--- src/rtl/obi_sram_slave.sv ---
// rtl/obi_sram_slave.sv - OBI req/gnt/rvalid data-memory responder in front of a synchronous SRAM macro
//
// Ports:
//   clk_i         clock, rising edge
//   rst_i         synchronous active-high reset
//   req_i/gnt_o   OBI request / grant (grant after GNT_WAIT held cycles)
//   addr_i        byte address, bits [1:0] ignored
//   we_i, be_i    write flag and byte enables
//   wdata_i       write data
//   rvalid_o      one response per granted request, LATENCY cycles after grant
//   rdata_o       read data, zero for writes and error responses
//   err_o         out-of-range response flag, qualified by rvalid_o
//   sram_*        single-port SRAM macro access (combinational in the grant cycle)
module obi_sram_slave #(
   parameter int          SRAM_AW   = 10,
   parameter int          LATENCY   = 1,
   parameter int          GNT_WAIT  = 0,
   parameter logic [31:0] BASE_ADDR = 32'h0000_0000
) (
   input  logic               clk_i,
   input  logic               rst_i,
   input  logic               req_i,
   output logic               gnt_o,
   input  logic [31:0]        addr_i,
   input  logic               we_i,
   input  logic [3:0]         be_i,
   input  logic [31:0]        wdata_i,
   output logic               rvalid_o,
   output logic [31:0]        rdata_o,
   output logic               err_o,
   output logic               sram_en_o,
   output logic [3:0]         sram_we_o,
   output logic [SRAM_AW-1:0] sram_addr_o,
   output logic [31:0]        sram_wdata_o,
   input  logic [31:0]        sram_rdata_i
);

   logic [2:0]         wait_cnt;
   logic [31:0]        offset;
   logic               in_range;
   logic               handshake;
   logic [LATENCY-1:0] pipe_valid;
   logic [LATENCY-1:0] pipe_read;
   logic [LATENCY-1:0] pipe_err;

   // Unsigned subtraction: addresses below the base wrap to huge offsets
   // and fall out of range without a separate lower-bound compare.
   assign offset    = addr_i - BASE_ADDR;
   assign in_range  = (offset >> (SRAM_AW + 2)) == 32'd0;

   assign gnt_o     = req_i && !rst_i && (wait_cnt == 3'(GNT_WAIT));
   assign handshake = req_i && gnt_o;

   always_ff @(posedge clk_i) begin
      if (rst_i || !req_i || gnt_o) begin
         wait_cnt <= 3'd0;
      end else begin
         wait_cnt <= wait_cnt + 3'd1;
      end
   end

   always_comb begin
      sram_en_o    = 1'b0;
      sram_we_o    = 4'b0000;
      sram_addr_o  = offset[SRAM_AW+1:2];
      sram_wdata_o = wdata_i;
      if (handshake && in_range) begin
         sram_en_o = 1'b1;
         sram_we_o = we_i ? be_i : 4'b0000;
      end
   end

   // Response tags travel alongside the SRAM read latency so the tail
   // lines up with sram_rdata_i for reads.
   always_ff @(posedge clk_i) begin
      if (rst_i) begin
         pipe_valid <= '0;
         pipe_read  <= '0;
         pipe_err   <= '0;
      end else begin
         pipe_valid[0] <= handshake;
         pipe_read[0]  <= !we_i;
         pipe_err[0]   <= !in_range;
         for (int i = 1; i < LATENCY; i++) begin
            pipe_valid[i] <= pipe_valid[i-1];
            pipe_read[i]  <= pipe_read[i-1];
            pipe_err[i]   <= pipe_err[i-1];
         end
      end
   end

   assign rvalid_o = pipe_valid[LATENCY-1];
   assign err_o    = pipe_valid[LATENCY-1] && pipe_err[LATENCY-1];
   assign rdata_o  = (pipe_valid[LATENCY-1] && pipe_read[LATENCY-1] && !pipe_err[LATENCY-1])
                     ? sram_rdata_i : 32'd0;

endmodule

--- config.mk ---
export PLATFORM = sky130hd
export DESIGN_NAME = obi_sram_slave
export DESIGN_NICKNAME = d
export VERILOG_FILES = /design/src/rtl/obi_sram_slave.sv
export SDC_FILE = /design/constraint.sdc
export NUM_CORES = 1
export LEC_CHECK = 0
export CAP_MARGIN = 20
export CORE_AREA = 2 2 73 75
export CTS_CLUSTER_DIAMETER = 50
export DETAILED_ROUTE_END_ITERATION = 10
export DIE_AREA = 0 0 75 77
export GPL_ROUTABILITY_DRIVEN = 0
export PLACE_DENSITY = 0.85
export SLEW_MARGIN = 20
export SYNTH_ARGS = -nofsm -noshare
export SYNTH_HDL_FRONTEND = slang
export SYNTH_SLANG_ARGS = --single-unit
--- constraint.sdc ---
create_clock -name clk_i -period 1.75 [get_ports clk_i]
set_input_delay 0.35 -clock clk_i [delete_from_list [all_inputs] [get_ports clk_i]]
set_output_delay 0.35 -clock clk_i [all_outputs]
set_load 0.03 [all_outputs]
==> flow_results.org, run 1 <==
** Floorplanning
- Initial core utilization :: 17.4%
- Die width :: 75 µm
- The die covers 5780 µm².
- Cell row count :: 26
- After floorplanning, the core was sized to cover 4980 µm².
- The die is 77 µm tall.
- 186 I/O pins were placed.

** Critical path
- The worst setup path is captured at a primary output.
- The worst setup path is launched from an input port.
- The critical path is of the input port to primary output type.
- The startpoint identified for the worst register-to-register timing path is wait_cnt[0].
- Of all nets on the critical path, the largest fanout is 6.
- Slowest-stage cell, CP :: sky130_fd_sc_hd__dlygate4sd2_1
- In this run the critical register-to-register path is captured at wait_cnt[2].
- For flop-to-flop paths, the worst setup slack is 670 ps.
- Data on the critical path arrives at its endpoint at 1580 ps.
- STA puts the critical path data required time at 1400 ps.
- Register-to-Register Path Depth :: 5
- Beginning of the critical path :: rst_i
- The largest single stage delay on the critical path is 290 ps.
- Critical path cell sequence :: dlygate4sd2_1 -> nor4bb_4 -> buf_4 -> nand3_4 -> nor3_4 -> buf_12

** STA
- Once routing completed, OpenROAD measured the worst setup slack at -179 ps.
- On the final layout, the worst clock skew is 0.242 ps.
- Timing would allow up to 518 MHz.
- Final Slew Violations :: 0
- Final Cycle Share :: 110%
- Worst-margin pin slew :: 310 ps
- Final setup fails :: 5
- Counting I/O delays and the setup requirement, the final critical path takes 1930 ps.
- Final number of hold-violating endpoints :: 0
- Setup repair after global routing missed its margin :: yes
- Final-layout setup total negative slack :: -689 ps
- Measured against its own limit, the worst slew margin works out to 79.3%.
- Worst hold margin :: 577 ps

** Status
- The flow ran to the end, but the final reports show violations.
- The final reports fail on negative setup slack.

** Clocking
- Clock tree synthesis found a total of 6 sinks.
- CTS H-Tree Depth :: 1
- Clock-pin slew was measured on the worst setup and hold paths at 40 ps.
- After clock tree synthesis, the flow added hold-fix buffers numbering 0.
- Clock root cell :: sky130_fd_sc_hd__clkbuf_8
- Source-to-sink clock delay at the later pin of the worst-skew pair :: 220 ps
- TritonCTS built the clock tree.
- Number of buffers created by CTS :: 3
- The clock passes through at most 2 buffers.

** Routing
- Number of vias in the routed layout :: 990
- Routed Antenna Nets :: 0
- Dividing the detail-routed via count by the number of cells gives 3.88.
- For this block, the initial DRC count from the detailed router was 14.
- Wires add up to 3020 µm.
- Number of iterations in the first detailed-routing pass :: 4
- Average detailed-routed wire length per instance :: 11.8 µm
- DRC violations left :: 0

** GRT
- Antenna violations before repair :: 0
- First-pass GRT wire length :: 4620 µm
- The via count of the first global-routing pass came to 1,020.
- Global Route Usage Sum :: 10.2%
- Entering global routing, the biggest net connects 33 pins.
- Leftover overflow at the end of global routing :: 0

** Synthesis
- The synthesized design contains 6 register bits.
- sky130_fd_sc_hd__buf_4 takes more of the synthesized area than any other cell.
- In this run, distinct cell masters in the synthesized netlist total 17.
- Fraction of synthesized cell area taken by the top area cell type :: 37.3%
- Sequential share of the synthesized area :: 13.9%
- Share of synthesized flip-flops with an asynchronous set or reset :: 0%
- Number of synthesized flops with an enable pin :: 0
- Net count after synthesis :: 225
- In the synthesized netlist the dominant register cell turns out to be sky130_fd_sc_hd__dfxtp_1.
- Per-instance average area after synthesis :: 7.28 µm²
- The cell count after synthesis came out at 119.
- Total number of yosys warnings :: 0
- After synthesis, the cell types taking the most area are sky130_fd_sc_hd__buf_4, sky130_fd_sc_hd__and2_1, sky130_fd_sc_hd__dfxtp_1.
- Cell area after technology mapping :: 866 µm²

** Cells and area
- Cells fill 36.6% of the core in the end.
- In the final design database the tool counted 293 nets.
- In the final layout, the share of cells above drive strength 1 is 37.8%.
- The area growth from synthesis to layout is 110%.
- Layout Cells excl Fill :: 255
- Commonest non-fill, non-tap cells in the layout :: sky130_fd_sc_hd__clkdlybuf4s50_1, sky130_fd_sc_hd__buf_4, sky130_fd_sc_hd__and2_1
- Inserted Diodes :: 0
- Final non-filler cell area :: 1820 µm²

** Place
- Port-buffer cells :: 99
- In this run the cell area measured after placement is 1650 µm².
- Worst setup timing slack at the placement stage :: -416 ps
- Placed instance count :: 249
- Summed over all nets, the half-perimeter wirelength after detailed placement is 2400 µm.

** Power
- Summed over all cells, the static leakage comes to 0.900 nW.
- Power comes to 0.557 mW.
- Across the VDD grid, the largest voltage drop is 0.000508 V.
- Total power per unit cell area :: 306 nW/µm²

** Hold path
- Worst hold path class :: input port to flip-flop
- Startpoint of the tightest hold check path :: req_i
- For hold timing, the worst endpoint is rvalid_o.
- Hold Path Depth :: 2

** Run
- Number of maximum-capacitance constraint violations :: 0
worst max-delay path: cells and delay by family:
family	cells	cell delay (ps)
buffers and inverters	3	630
and+or+nand+nor	3	600
cells in the mapped netlist, drive strengths merged (2+ instances only):
cell type / n
and2: 33
buf: 43
clkbuf: 3
dfxtp: 6
ha: 2
inv: 3
nand2: 2
nand3: 5
nor2: 4
nor3: 6
nor4: 5
nor4bb: 2
cells by family (layout without fill, tap and decap cells):
logic type	after synthesis	count (layout)	share of synthesized area (%)
buf+inv	49	115	39.9
compound gates	1	1	1.16
mux	1	1	1.16
flops	6	6	13.9
simple gates	60	60	41.0
fa+ha+maj	2	2	2.89
routing by layer:
metal  part of all wire [%]  global-route usage, %  vias to the layer above  routed length [µm]
met1                     37                   11.9                      442                1100
met5                      0                      0                        -                   0
met3                     11                   4.34                        6                 341
met2                     51                   16.0                       71                1530
met4                    1.3                   4.29                        0                  40
li1                       -                      -                      471                   -
sequential cells by signal, summed over array words and instances, names as in the netlist:
register and cells:
pipe_err 1, pipe_read 1, rvalid_o 1, wait_cnt 3
final cells by class:
class | count | area (µm²)
clock buffers | 3 | 41.3
fillers | 516 | 3160
inverters | 3 | 11.3
multi-input cells | 64 | 538
flip-flops and latches | 6 | 123
well taps | 70 | 87.6
repair buffers | 109 | 1020
power by group:
group	internal, mW	switching (mW)	total, mW	leakage (nW)
combinational	0.135	0.0678	0.203	0.828
clock	0.148	0.0626	0.211	0.0216
sequential	0.141	0.00177	0.143	0.0503
worst max path at each step:
stage,end,slack [ps],cells past startpoint
floorplan,sram_we_o[0],10,6
finish,sram_we_o[1],-180,6
CTS,sram_we_o[1],-260,7
global placement,sram_we_o[1],-390,6
global route,sram_we_o[1],-260,7
detailed placement,sram_we_o[1],-420,6
what timing repair did:
action / 4_1_cts / 5_1_grt
hold endpoints to repair: 0 / 0
pin swaps: 8 / 12
resized for setup: 34 / 15
setup endpoints to repair: 6 / 14
setup buffers: 1 / 2
gates cloned: 0 / 0
Note: power is estimated with default switching activity, not from simulation.
==> run 2, diff against run 1 <==
--- a/config.mk
+++ b/config.mk
@@ -11,7 +11,8 @@
 export DETAILED_ROUTE_END_ITERATION = 10
 export DIE_AREA = 0 0 75 77
 export GPL_ROUTABILITY_DRIVEN = 0
-export PLACE_DENSITY = 0.85
+export GPL_TIMING_DRIVEN = 0
+export PLACE_DENSITY = 0.87
 export SLEW_MARGIN = 20
 export SYNTH_ARGS = -nofsm -noshare
 export SYNTH_HDL_FRONTEND = slang
==> flow_results.org, run 2 (synthesis gave the netlist of run 1 again) <==
** Critical path
- The kind of end point of the critical path was a primary output (unchanged).
- CP arrival :: 1550 ps (was 1580 ps)
- Slowest-stage cell, CP :: sky130_fd_sc_hd__dfxtp_2 (was sky130_fd_sc_hd__dlygate4sd2_1)
- Most Frequent Cell on Critical Path :: sky130_fd_sc_hd__buf_6
- Delay of the slowest critical-path stage :: 310 ps (was 290 ps)
- The type of the setup path with the least slack is flip-flop to primary output (was input port to primary output).
- Startpoint class of the critical path :: flip-flop (was input port)
- Critical path cell sequence :: inv_2 -> ha_4 -> nor4bb_4 -> buf_6 -> nand3_4 -> nor3_4 -> buf_6 (was dlygate4sd2_1 -> nor4bb_4 -> buf_4 -> nand3_4 -> nor3_4 -> buf_12)
- Crit Path Max Fanout :: 6 (unchanged)
- Required time worst endpoint :: 1400 ps (about the same)

** Cells and area
- Syn-to-layout area delta :: 186% (was 110%)
- Number of nets in the finished design :: 374 (was 293)
- Fraction of final layout cells sized beyond drive strength 1 :: 44.0% (was 37.8%)
- The number of fillers in the final layout was 486 (was 516).
- The library cell used most frequently in the layout, excluding fill and tap cells, is sky130_fd_sc_hd__clkdlybuf4s50_1.
- Final non-filler cell area :: 2470 µm² (was 1820 µm²)
- Commonest non-fill, non-tap cells in the layout :: sky130_fd_sc_hd__clkdlybuf4s50_1, sky130_fd_sc_hd__buf_4, sky130_fd_sc_hd__and2_1 (unchanged)
- The number of flip-flops in the largest register was 3 (unchanged).
- Layout Cells excl Fill :: 336 (was 255)
- The register with the highest flop count is wait_cnt (unchanged).
- Inserted Diodes :: 0 (unchanged)

** Place
- The count of port buffers added during placement came to 141 (was 99).
- Placed inst area :: 2430 µm² (was 1650 µm²)
- The number of placed cells counting well taps was 330 (was 249).
- Half-perimeter wire length after placement :: 3600 µm (was 2400 µm)

** STA
- The number of failing hold endpoints at the final stage was 0 (unchanged).
- Worst hold margin :: 394 ps (was 577 ps)
- Setup repair after global routing missed its margin :: yes (unchanged)
- Post-route setup slack :: -147 ps (was -179 ps)
- The slew at the pin closest to its max-slew limit was 334 ps (was 310 ps).
- Final setup fails :: 5 (unchanged)
- Final Cycle Share :: 108% (was 110%)
- Final-layout setup total negative slack :: -579 ps (was -689 ps)
- The relative max-transition margin came to 77.6% (was 79.3%).
- Worst setup skew after layout :: 0.0426 ps (was 0.242 ps)
- Maximum achievable frequency :: 527 MHz (was 518 MHz)
- The number of pins exceeding their max-slew limit in the final report was 0 (unchanged).
- Time the worst path needs with I/O delays and setup :: 1900 ps (was 1930 ps)

** Floorplanning
- Floorplan die height :: 77 µm (unchanged)
- CORE AREA :: 4980 µm² (unchanged)
- Cell row count :: 26 (unchanged)
- The die boundary width is 75 µm (unchanged).
- Initial core utilization :: 17.4% (unchanged)
- Die area :: 5780 µm² (unchanged)
- The number of top-level design ports is 186 (unchanged).

** Clocking
- Num Clock Sinks :: 6 (unchanged)
- Number of buffers created by CTS :: 3 (unchanged)
- TritonCTS clock tree :: yes (unchanged)
- Clock-pin slew on the worst setup and hold paths :: 40 ps (about the same)
- CTS H-Tree Depth :: 1 (unchanged)
- Maximum number of buffers from clock root to sink :: 2 (unchanged)
- Source-to-sink clock delay at the later pin of the worst-skew pair :: 220 ps (about the same)
- Clock root cell :: sky130_fd_sc_hd__clkbuf_8 (unchanged)

** GRT
- The global-route wire length before repair is 6210 µm (was 4620 µm).
- Global Route Usage Sum :: 13.5% (was 10.2%)
- The number of antenna violations at the first check in global routing was 0 (unchanged).
- Vias in the first global route :: 1,268 (was 1,020)
- The maximum number of pins on one net before global-route repair was 11 (was 33).
- The overflow left after global routing was 0 (unchanged).

** Power
- Cell internal pwr :: 0.557 mW (was 0.425 mW)
- Share of power burned in registers :: 17.5% (was 25.7%)
- The power consumption was 0.823 mW (was 0.557 mW).
- The areal power density over the cells was 333 nW/µm² (was 306 nW/µm²).
- The net switching power figure came to 0.266 mW (was 0.132 mW).
- Part of the total power dissipated in combinational logic :: 57.5% (was 36.5%)
- Worst-case vdd ir drop :: 0.000347 V (was 0.000508 V)
- The static power due to leakage is 1.19 nW (was 0.900 nW).
- The clock power share came to 25.0% (was 37.8%).
- The switching share of power was 32.4% (was 23.7%).

** Routing
- The vias after detailed routing came to 1,258 (was 990).
- The number of search-and-repair iterations in the first detailed-routing pass is 4 (unchanged).
- The mean routed wirelength per cell is 12.6 µm (was 11.8 µm).
- The total wirelength of the detailed-routed design came to 4230 µm (was 3020 µm).
- Vias per std cell :: 3.74 (was 3.88)
- Initial DRC count :: 9 (was 14)
- The total DRC errors in the routed layout is 0 (unchanged).
- The count of nets left with antenna violations after detail routing was 0 (unchanged).

** Status
- Result of the run :: finished with violations (unchanged)
- Failing checks: negative setup slack (unchanged).

** Hold path
- The worst hold path class is input port to flip-flop (unchanged).

** Run
- Number of maximum-capacitance constraint violations :: 0 (unchanged)
run 2: cell count changes in the layout (fill, tap and decap cells not counted), sizes merged:
cell | previous run | this run
dlymetal6s2s | 7 | 0
clkdlybuf4s15 | 3 | 7
clkbuf | 3 | 16
buf | 48 | 76
clkdlybuf4s50 | 39 | 80
dlygate4sd2 | 12 | 14
run 2: worst paths after layout:
path	startpoint	end	slack, ps	depth (start not counted)
min reg2reg	wait_cnt[0]	wait_cnt[0]	430	1
min	rst_i	pipe_read	390	2
max	wait_cnt[1]	sram_we_o[3]	-150	7
max reg2reg	wait_cnt[0]	wait_cnt[1]	670	5
run 2: through the flow:
stage	utilization, %	worst slack, ps
after global routing	49.7	-231
after global placement	48.8	-1000
after CTS	48.9	-157
after floorplan	-	9.73
after detailed placement	48.8	-997
final	49.7	-147
run 2: metal layers:
layer	track usage, %	up-vias	wire (µm)
li1	-	634	-
met2	26.3	52	2470
met3	2.10	4	271
met1	14.7	568	1440
met5	0	-	0
met4	2.86	0	50
run 2: cell type report:
class | count | area, µm² | share of cell area, %
clock buffer | 3 | 41.3 | 1.67
multi-input combinational | 64 | 567 | 22.9
sequential | 6 | 124 | 5.01
inverter | 3 | 11.3 | 0.455
tap | 70 | 87.6 | 3.54
timing repair buffer | 144 | 1280 | 51.8
buffer | 46 | 360 | 14.6
run 2: power by group through the flow:
stage / sequential, mW / clock (mW) / combinational [mW]
after floorplan: 0.147 / 0 / 0.223
after global placement: 0.145 / 0 / 0.473
after detailed placement: 0.145 / 0 / 0.479
after CTS: 0.144 / 0.209 / 0.470
after global routing: 0.144 / 0.221 / 0.496
final: 0.144 / 0.206 / 0.474
run 2: timing repair:
action / in CTS / in global routing
hold buffers: 0 / 0
resized for setup: 249 / 32
buffers inserted: 3 / 0
endpoints found under the setup margin: 38 / 37
pin swaps: 13 / 7
cloned: 0 / 0
run 2: critical path: cells and delay by family, from the launching register on:
kind	cells	cell delay, ps
adders and majority gates	1	130
buffers and inverters	3	390
DFF	1	310
and+or+nand+nor	3	480
==> run 3, diff against run 2 <==
--- a/config.mk
+++ b/config.mk
@@ -11,7 +11,7 @@
 export DETAILED_ROUTE_END_ITERATION = 10
 export DIE_AREA = 0 0 75 77
 export GPL_ROUTABILITY_DRIVEN = 0
-export GPL_TIMING_DRIVEN = 0
+export GPL_TIMING_DRIVEN = 1
 export PLACE_DENSITY = 0.87
 export SLEW_MARGIN = 20
 export SYNTH_ARGS = -nofsm -noshare
==> flow_results.org, run 3 (synthesis gave the netlist of run 1 again) <==
** Floorplanning
- Floorplan die height :: 77 µm (unchanged)
- Die area :: 5780 µm² (unchanged)
- The die boundary width is 75 µm (unchanged).
- Cell row count :: 26 (unchanged)
- The initial cell density of the core is 17.4% (unchanged).
- The number of top-level design ports came to 186 (unchanged).
- CORE AREA :: 4980 µm² (unchanged)

** GRT
- The overflow left after global routing is 0 (unchanged).
- The met2 usage in global routing came to 18.6% (was 26.3%).
- Met1 layer usage reported by global route :: 10.9% (was 14.7%)
- Vias in the first global route :: 1,010 (was 1,268)
- The maximum number of pins on one net before global-route repair is 23 (was 11).
- First-pass GRT wire length :: 4780 µm (was 6210 µm)
- Global Route Usage Sum :: 10.6% (was 13.5%)
- The number of antenna violations at the first check in global routing came to 0 (unchanged).
- GRT Max-Usage Layer :: met2 (unchanged)
- Global-route met3 utilization :: 5.12% (was 2.10%)

** Critical path
- CP arrival :: 1580 ps (was 1550 ps)
- Kind of cell adding the most delay to the critical path :: simple AND/OR/NAND/NOR gates (unchanged)
- Delay of the slowest critical-path stage :: 310 ps (about the same)
- The maximum fanout along the worst path was 6 (unchanged).
- The buffering stage count on the worst path with inverters included was 3 (unchanged).
- Kind of capture point of the worst setup path :: primary output (unchanged)
- Critical path cell sequence: inv_2 -> ha_4 -> nor4bb_2 -> buf_4 -> nand3_4 -> nor3_4 -> buf_6 (was inv_2 -> ha_4 -> nor4bb_4 -> buf_6 -> nand3_4 -> nor3_4 -> buf_6).
- Required time worst endpoint :: 1400 ps (about the same)
- The critical path launch point type is a flip-flop (unchanged).
- The type of the setup path with the least slack is flip-flop to primary output (unchanged).
- Slowest-stage cell, CP :: sky130_fd_sc_hd__dfxtp_2 (unchanged)

** Run
- The max-cap check violation count is 0 (unchanged).

** Cells and area
- The fraction of final layout cells sized beyond drive strength 1 was 42.2% (was 44.0%).
- Syn-to-layout area delta :: 117% (was 186%)
- The register with the highest flop count was wait_cnt (unchanged).
- Flip-flop count of the largest register, all copies and words added :: 3 (unchanged)
- The number of nets at the end of the flow is 293 (was 374).
- The antenna diode instance count is 0 (unchanged).
- Commonest non-fill, non-tap cells in the layout :: sky130_fd_sc_hd__buf_4, sky130_fd_sc_hd__clkdlybuf4s50_1, sky130_fd_sc_hd__and2_1 (was sky130_fd_sc_hd__clkdlybuf4s50_1, sky130_fd_sc_hd__buf_4, sky130_fd_sc_hd__and2_1)
- The number of fillers in the final layout is 524 (was 486).
- Final Core Density :: 37.7% (was 49.7%)

** Place
- The count of port buffers added during placement was 99 (was 141).
- The total half-perimeter wirelength after legalization and detailed placement is 2550 µm (was 3600 µm).

** Power
- The areal power density over the cells came to 302 nW/µm² (was 333 nW/µm²).
- The worst IR drop on VDD came to 0.000499 V (was 0.000347 V).
- Sum of internal, switching and leakage power :: 0.566 mW (was 0.823 mW)
- The power share of the sequential group was 25.4% (was 17.5%).
- Switching power share of the total :: 24.8% (was 32.4%)
- Switching Power :: 0.140 mW (was 0.266 mW)
- The share of total power in combinational logic was 38.0% (was 57.5%).
- Static Leak :: 0.927 nW (was 1.19 nW)
- The internal cell power came to 0.426 mW (was 0.557 mW).
- Clock network fraction of total power :: 36.6% (was 25.0%)

** Clocking
- The clock insertion delay at the later pin of the skew report was 220 ps (about the same).
- The maximum number of buffers from clock root to sink is 2 (unchanged).
- The register clock-pin slew on the reported worst setup and hold paths is 40 ps (about the same).
- The depth of the CTS H-tree is 1 (unchanged).
- Num Clock Sinks :: 6 (unchanged)
- The number of buffers created by CTS came to 3 (unchanged).
- Clock root cell :: sky130_fd_sc_hd__clkbuf_8 (unchanged)
- Number of buffers inserted for hold repair after clock tree synthesis :: 0 (unchanged)
- The TritonCTS clock tree is yes (unchanged).

** Status
- Result of the run :: finished with violations (unchanged)
- Failing checks: negative setup slack (unchanged).

** Hold path
- Worst hold path class :: flip-flop to flip-flop (was input port to flip-flop)

** Routing
- Routed Antenna Nets :: 0 (unchanged)
- Number of vias in the routed layout :: 962 (was 1,258)
- Average detailed-routed wire length per instance :: 13.3 µm (was 12.6 µm)
- The total DRC errors in the routed layout was 0 (unchanged).
- The total wirelength of the detailed-routed design came to 3380 µm (was 4230 µm).
- The number of search-and-repair iterations in the first detailed-routing pass came to 4 (unchanged).
- Initial DRC count :: 4 (was 9)
- Vias per std cell :: 3.77 (was 3.74)

** STA
- The shortest period the worst path allows was 1930 ps (was 1900 ps).
- The number of pins exceeding their max-slew limit in the final report came to 0 (unchanged).
- The clock skew after layout came to 2.88 ps (was 0.0426 ps).
- Final Cycle Share :: 110% (was 108%)
- Post-route setup slack :: -175 ps (was -147 ps)
- Setup repair after global routing missed its margin :: yes (unchanged)
- Maximum achievable frequency :: 519 MHz (was 527 MHz)
- The number of failing hold endpoints at the final stage is 0 (unchanged).
- The number of setup violations in the final report was 5 (unchanged).
- Worst-margin pin slew :: 400 ps (was 334 ps)
- The relative max-transition margin was 73.3% (was 77.6%).
==> run 3: per-stage QoR <==
| stage | setup TNS (ps) | instances | instance area (µm²) | hold WS [ps] | setup slack (ps) |
|---|---|---|---|---|---|
| global route | -1040 | 255 | 1880 | 519 | -243 |
| floorplan | 0 | 119 | 932 | 417 | 9.73 |
| CTS | -1080 | 253 | 1800 | 512 | -248 |
| global placement | -1880 | 249 | 1660 | 442 | -369 |
| detailed placement | -1940 | 249 | 1660 | 460 | -374 |
| finish | -719 | 255 | 1880 | 507 | -175 |
==> run 3: metal layers <==
| metal | share of wire, % | vias up |
|---|---|---|
| li1 | - | 473 |
| met4 | 0.62 | 0 |
| met1 | 36 | 423 |
| met2 | 52 | 64 |
| met5 | 0 | - |
| met3 | 11 | 2 |
==> run 3: layout make-up <==
type	count	area, µm²	area share [%]
clock buffers	3	41.3	2.20
repair buffers	109	1020	54.5
inverters	3	13.8	0.733
multi-input cells	64	588	31.3
flip-flops and latches	6	123	6.53
well taps	70	87.6	4.67
==> run 3: power by group through the flow <==
stage | clock network (mW) | registers, mW | logic (mW)
4_1_cts | 0.215 | 0.143 | 0.204
3_5_place_dp | 0 | 0.145 | 0.203
6_report | 0.207 | 0.144 | 0.215
3_3_place_gp | 0 | 0.145 | 0.201
5_1_grt | 0.228 | 0.144 | 0.228
2_1_floorplan | 0 | 0.147 | 0.223
==> run 3: what timing repair did <==
item | CTS | global route
gates cloned | 0 | 1
setup buffers | 1 | 1
endpoints found under the setup margin | 6 | 29
pin swaps | 14 | 13
resized for setup | 38 | 32
==> run 3: worst min-delay path: stages, from the launching register on <==
cell	delay, ps
sky130_fd_sc_hd__dfxtp_2	320
sky130_fd_sc_hd__buf_4	100
sky130_fd_sc_hd__nor3_1	40
==> run 3: final timing paths <==
| check | start | end | slack (ps) | cells past startpoint |
|---|---|---|---|---|
| max | wait_cnt[1] | sram_we_o[2] | -180 | 7 |
| min reg2reg | wait_cnt[0] | wait_cnt[0] | 510 | 2 |
| min | wait_cnt[0] | wait_cnt[0] | 510 | 2 |
| max reg2reg | wait_cnt[0] | wait_cnt[1] | 710 | 5 |
